## config.mk

```make
export PLATFORM = sky130hd
export DESIGN_NAME = instr_ctrl_unit
export DESIGN_NICKNAME = d
export VERILOG_FILES = /design/src/rtl/ctrl_pkg.sv /design/src/rtl/alu_addsub_8.sv /design/src/rtl/instr_ctrl_unit.sv
export SDC_FILE = /design/constraint.sdc
export NUM_CORES = 1
export LEC_CHECK = 0
export CORE_ASPECT_RATIO = 0.5
export CORE_MARGIN = 1
export CORE_UTILIZATION = 50
export CTS_CLUSTER_SIZE = 16
export DETAILED_ROUTE_END_ITERATION = 12
export DONT_BUFFER_PORTS = 1
export GPL_TIMING_DRIVEN = 1
export PLACE_DENSITY_LB_ADDON = 0.05
export SYNTH_ARGS = -nofsm -noshare
export SYNTH_HDL_FRONTEND = slang
export SYNTH_HIERARCHICAL = 1
export SYNTH_SLANG_ARGS = --single-unit
```

## constraint.sdc

```tcl
create_clock -name clk -period 3.29 [get_ports clk]
set_input_delay 0.658 -clock clk [delete_from_list [all_inputs] [get_ports clk]]
set_output_delay 0.658 -clock clk [all_outputs]
set_load 0.02 [all_outputs]
```

## src/rtl/ctrl_pkg.sv

```systemverilog
// Shared encodings for the instruction control unit: FSM states and opcodes.
package ctrl_pkg;

    typedef enum logic [1:0] {
        IDLE   = 2'd0,
        FETCH  = 2'd1,
        DECODE = 2'd2,
        EXEC   = 2'd3
    } state_t;

    localparam logic [1:0] OP_LDI = 2'b00;
    localparam logic [1:0] OP_ADD = 2'b01;
    localparam logic [1:0] OP_SUB = 2'b10;
    localparam logic [1:0] OP_JNZ = 2'b11;

endpackage

```

## src/rtl/alu_addsub_8.sv

```systemverilog
// Combinational 8-bit adder/subtractor; c is carry-out on add and borrow on subtract.
module alu_addsub_8 (
    input  logic [7:0] a,
    input  logic [7:0] b,
    input  logic       sub,
    output logic [7:0] y,
    output logic       c
);

    logic [8:0] w_result;

    // A 9-bit unsigned subtract sets bit 8 exactly when a < b.
    assign w_result = sub ? ({1'b0, a} - {1'b0, b}) : ({1'b0, a} + {1'b0, b});
    assign y        = w_result[7:0];
    assign c        = w_result[8];

endmodule

```

## src/rtl/instr_ctrl_unit.sv

```systemverilog
// Multi-cycle fetch/decode/execute control stage driving an external 10-bit instruction register.
module instr_ctrl_unit
    import ctrl_pkg::*;
#(
    parameter int unsigned PC_W    = 8,
    parameter logic [7:0]  ACC_RST = 8'h00
) (
    input  logic            clk,
    input  logic            reset,
    input  logic            run,
    input  logic            instr_valid,
    output logic            ir_load,
    input  logic [1:0]      opcode,
    input  logic [7:0]      operand,
    output logic [PC_W-1:0] pc,
    output logic [7:0]      acc,
    output logic            carry,
    output logic            zero,
    output logic            busy,
    output logic            done
);

    state_t          r_state;
    state_t          w_nextState;
    logic            w_irLoad;
    logic [1:0]      r_op;
    logic [7:0]      r_operand;
    logic [PC_W-1:0] r_pc;
    logic [PC_W-1:0] w_pcInc;
    logic [7:0]      r_acc;
    logic            r_carry;
    logic            r_zero;
    logic            r_done;
    logic            w_aluSub;
    logic [7:0]      w_aluY;
    logic            w_aluC;

    assign w_aluSub = (r_op == OP_SUB);
    assign w_pcInc  = r_pc + PC_W'(1);

    alu_addsub_8 u_alu (
        .a   (r_acc),
        .b   (r_operand),
        .sub (w_aluSub),
        .y   (w_aluY),
        .c   (w_aluC)
    );

    always_ff @(posedge clk) begin
        if (reset) begin
            r_state <= IDLE;
        end else begin
            r_state <= w_nextState;
        end
    end

    // The load-select is only raised while fetching with run still held, so one load per instruction.
    always_comb begin
        w_nextState = r_state;
        w_irLoad    = 1'b0;
        case (r_state)
            IDLE: begin
                if (run) begin
                    w_nextState = FETCH;
                end
            end
            FETCH: begin
                if (!run) begin
                    w_nextState = IDLE;
                end else if (instr_valid) begin
                    w_irLoad    = 1'b1;
                    w_nextState = DECODE;
                end
            end
            DECODE: begin
                w_nextState = EXEC;
            end
            EXEC: begin
                w_nextState = run ? FETCH : IDLE;
            end
            default: begin
                w_nextState = IDLE;
            end
        endcase
    end

    always_ff @(posedge clk) begin
        if (reset) begin
            r_op      <= OP_LDI;
            r_operand <= 8'h00;
        end else if (r_state == DECODE) begin
            r_op      <= opcode;
            r_operand <= operand;
        end
    end

    // Architectural state only changes on the edge leaving EXEC; a reset on that edge discards the instruction.
    always_ff @(posedge clk) begin
        if (reset) begin
            r_pc    <= '0;
            r_acc   <= ACC_RST;
            r_carry <= 1'b0;
            r_zero  <= (ACC_RST == 8'h00);
            r_done  <= 1'b0;
        end else begin
            r_done <= (r_state == EXEC);
            if (r_state == EXEC) begin
                case (r_op)
                    OP_LDI: begin
                        r_acc  <= r_operand;
                        r_zero <= (r_operand == 8'h00);
                        r_pc   <= w_pcInc;
                    end
                    OP_ADD, OP_SUB: begin
                        r_acc   <= w_aluY;
                        r_carry <= w_aluC;
                        r_zero  <= (w_aluY == 8'h00);
                        r_pc    <= w_pcInc;
                    end
                    default: begin
                        r_pc <= r_zero ? w_pcInc : r_operand[PC_W-1:0];
                    end
                endcase
            end
        end
    end

    assign ir_load = w_irLoad;
    assign pc      = r_pc;
    assign acc     = r_acc;
    assign carry   = r_carry;
    assign zero    = r_zero;
    assign busy    = (r_state != IDLE);
    assign done    = r_done;

endmodule

```

==> insert_results.sql <==
INSERT INTO impl_metrics (metric_group, metric, value, unit) VALUES
('run_status', 'status', 'finished clean', ''),
('die', 'rows', '15', ''),
('global_routing', 'grt_pass1_wl', '7530', 'um'),
('timing', 'grt_setup_unrepaired', 'false', ''),
('finish', 'final_nets', '269', ''),
('worst_setup_path', 'timing.reg2reg.worst_path_depth', '10', ''),
('yosys', 'syn_inst', '247', ''),
('clock_network', 'clk_pin_slew', '0.07', 'ns'),
('finish', 'nFillCells', '346', ''),
('timing', 'fmax', '375', 'MHz'),
('placement', 'place.port_buffers', '0', ''),
('timing', 'finClkSkew', '0.00383', 'ns'),
('finish', 'multi_input_area', '0.00131', 'sq mm'),
('timing', 'final-max-slew-violation-count', '0', ''),
('worst_setup_path', 'critical_path_depth', '10', ''),
('die', 'die_area', '0.00435', 'sq mm'),
('worst_setup_path', 'worst_setup_path_endpoint', 'zero$_SDFFE_PP1P_', ''),
('route', 'wire_per_inst', '15.6', 'um'),
('yosys', 'synth_top_family_by_area', 'simple AND/OR/NAND/NOR gates', ''),
('worst_setup_path', 'slowest_delay', '0.46', 'ns'),
('clock_network', 'tritoncts.num_buffers', '5', ''),
('worst_setup_path', 'critPathLaunchType', 'flop', ''),
('yosys', 'synth_top_area_share', '30.4', '%'),
('yosys', 'share_of_synthesized_cell_area_in_full_adder_half_adder_and_majority_cells', '8.35', '%'),
('placement', 'place_congestion', '0.823', ''),
('route', 'totalWireLength', '4590', 'um'),
('finish', 'areaGrowthSynthToFinish', '5.40', '%'),
('global_routing', 'antenna_violations_before_repair', '0', ''),
('finish', 'num_antenna_cells', '0', ''),
('worst_setup_path', 'crit_path_end_kind', 'flop', ''),
('yosys', 'compound_cell_area_share_of_the_yosys_netlist', '20.8', '%'),
('worst_setup_path', 'path_max_fanout', '8', ''),
('clock_network', 'clk_root_buffer_cell', 'sky130_fd_sc_hd__clkbuf_8', ''),
('finish', 'fin_util', '58.7', '%'),
('clock_network', 'cts_htree_levels', '2', ''),
('worst_setup_path', 'reg2reg_setup_slack', '0.63', 'ns'),
('yosys', 'post_synth_design_cell_area', '0.00204', 'sq mm'),
('worst_setup_path', 'crit_path_cell_trace', 'ha_1 > mux2_2 > fa_1 > nor2b_4 > o21a_1 > nor2_1 > xnor2_1 > nor4_1 > nand3_1 > a31oi_1', ''),
('yosys', 'synth-warning-count', '6', ''),
('global_routing', 'grt_max_degree', '33', ''),
('worst_setup_path', 'worst_r2r_startpoint', 'r_op[1]$_SDFFE_PP0N_', ''),
('global_routing', 'gr-total-overflow', '0', ''),
('worst_setup_path', 'timing.setup.critical_path_class', 'flop to flop', ''),
('yosys', 'yosys-mux-area-fraction', '4.97', '%'),
('finish', 'final_instance_area', '0.00215', 'sq mm'),
('yosys', 'synth.yosys.seq_area_share', '30.4', '%'),
('clock_network', 'cts.repair.resized', '0', ''),
('power', 'pwr_density_cell', '437', 'mW/mm^2'),
('timing', 'min_period', '2.66', 'ns'),
('yosys', 'cell_type_with_the_highest_aggregate_area_in_the_netlist', 'sky130_fd_sc_hd__dfxtp_1', ''),
('yosys', 'synth.top_cells.by_area', 'sky130_fd_sc_hd__dfxtp_1 30%, sky130_fd_sc_hd__ha_1 7.4%, sky130_fd_sc_hd__nand2_1 5.7%', ''),
('die', 'die-width', '92.3', 'um'),
('clock_network', 'ctsLongestPathBuffers', '2', ''),
('yosys', 'postSynthAreaPerCell', '8.25', 'sq um'),
('timing', 'setup-violations-final', '0', ''),
('timing', 'slew_headroom', '48.0', '%'),
('placement', 'dpl.hpwl', '3330', 'um'),
('worst_setup_path', 'cp_buf_inv_count', '0', ''),
('global_routing', 'grt_pass1_vias', '1546', ''),
('route', 'vias_per_cell', '5.91', ''),
('route', 'firstDrtPassIters', '4', ''),
('route', 'drt_first_iter_violations', '90', ''),
('timing', 'least_margin_pin_slew', '0.778', 'ns'),
('yosys', 'synthFlopType', 'sky130_fd_sc_hd__dfxtp_1', ''),
('route', 'antenna_left', '0', ''),
('clock_network', 'clock_latency', '0.28', 'ns'),
('clock_network', 'tritoncts', 'yes', ''),
('die', 'die_height', '47.1', 'um'),
('finish', 'final-seq-area', '621', 'sq um'),
('power', 'total_leakage_power', '0.781', 'nW'),
('worst_setup_path', 'cpLargestDelayFamily', 'adder cells', '');
-- flip-flops by register name (all words and copies together), names as in the netlist, named ones only --
register   flops
carry          1
zero           1
pc             8
acc            8
r_state        1
done           1
r_op           2
r_operand      8
-- worst min path at each step --
stage	from	to	slack, ns	cells past startpoint
floorplan	r_op[0]$_SDFFE_PP0N_	r_op[0]$_SDFFE_PP0N_	0.45	2
global placement	r_op[0]$_SDFFE_PP0N_	r_op[0]$_SDFFE_PP0N_	0.46	2
detailed placement	r_op[0]$_SDFFE_PP0N_	r_op[0]$_SDFFE_PP0N_	0.47	2
CTS	reset	acc[7]$_SDFFE_PP0P_	0.42	1
global route	reset	acc[7]$_SDFFE_PP0P_	0.42	1
finish	reset	acc[7]$_SDFFE_PP0P_	0.43	1
-- kinds of logic (layout without fill, tap and decap cells) --
kind of cell | after synthesis | after routing
simple gates | 97 | 97
compound gates | 62 | 62
flops | 31 | 31
buf+inv | 22 | 18
fa+ha+maj | 13 | 13
xor+xnor | 12 | 12
mux | 10 | 10
-- layer usage --
metal / GRT usage [%] / wire [um]
met3: 5.34 / 247
met1: 32.0 / 2370
met4: 8.13 / 74
met2: 36.4 / 1900
met5: 0 / 0
-- report_power, final --
part / switching, W / total [W] / leakage, nW / internal [W]
combinational: 0.0000799 / 0.000148 / 0.470 / 0.0000686
sequential: 0.0000106 / 0.000391 / 0.250 / 0.000380
clock: 0.000155 / 0.000401 / 0.0612 / 0.000245
total: 0.000246 / 0.000940 / 0.781 / 0.000694
-- worst register-to-register path, delay by kind of cell (launching register included) --
| kind | cells | cell delay, ns |
|---|---|---|
| compound gates | 2 | 0.26 |
| simple gates | 4 | 0.60 |
| xor+xnor | 1 | 0.14 |
| flops | 1 | 0.37 |
| mux | 1 | 0.41 |
| fa+ha+maj | 2 | 0.82 |
-- per-stage QoR --
step	power [W]	hold WS, ns	cells	setup slack [ns]
global route	0.000978	0.420	294	0.475
CTS	0.000943	0.423	294	0.618
detailed placement	0.000547	0.473	286	0.645
floorplan	0.000527	0.454	247	0.837
finish	0.000940	0.430	294	0.626
global placement	0.000545	0.461	286	0.721
-- cell type report --
cell class,instances,area share [%]
clock inverter,2,1.63
clock buffer,6,3.84
multi-input combinational,194,60.9
tap,51,2.97
inverter,10,1.75
sequential,31,28.9
-- layout by cell type, fill, tap and decap left out, types with 3 or more instances in the layout --
cell	instances
sky130_fd_sc_hd__a21o_1	4
sky130_fd_sc_hd__a211oi_1	9
sky130_fd_sc_hd__xor2_1	3
sky130_fd_sc_hd__clkbuf_8	6
sky130_fd_sc_hd__inv_1	10
sky130_fd_sc_hd__dfxtp_1	31
sky130_fd_sc_hd__nand2_1	31
sky130_fd_sc_hd__nor2b_1	4
sky130_fd_sc_hd__o21ai_1	3
sky130_fd_sc_hd__mux2i_1	9
sky130_fd_sc_hd__ha_1	12
sky130_fd_sc_hd__nor3_1	10
sky130_fd_sc_hd__nand3_1	4
sky130_fd_sc_hd__a21oi_1	22
sky130_fd_sc_hd__xnor2_1	9
sky130_fd_sc_hd__nor2_1	23
sky130_fd_sc_hd__o21ai_0	8
(Power assumes the default switching activity.)
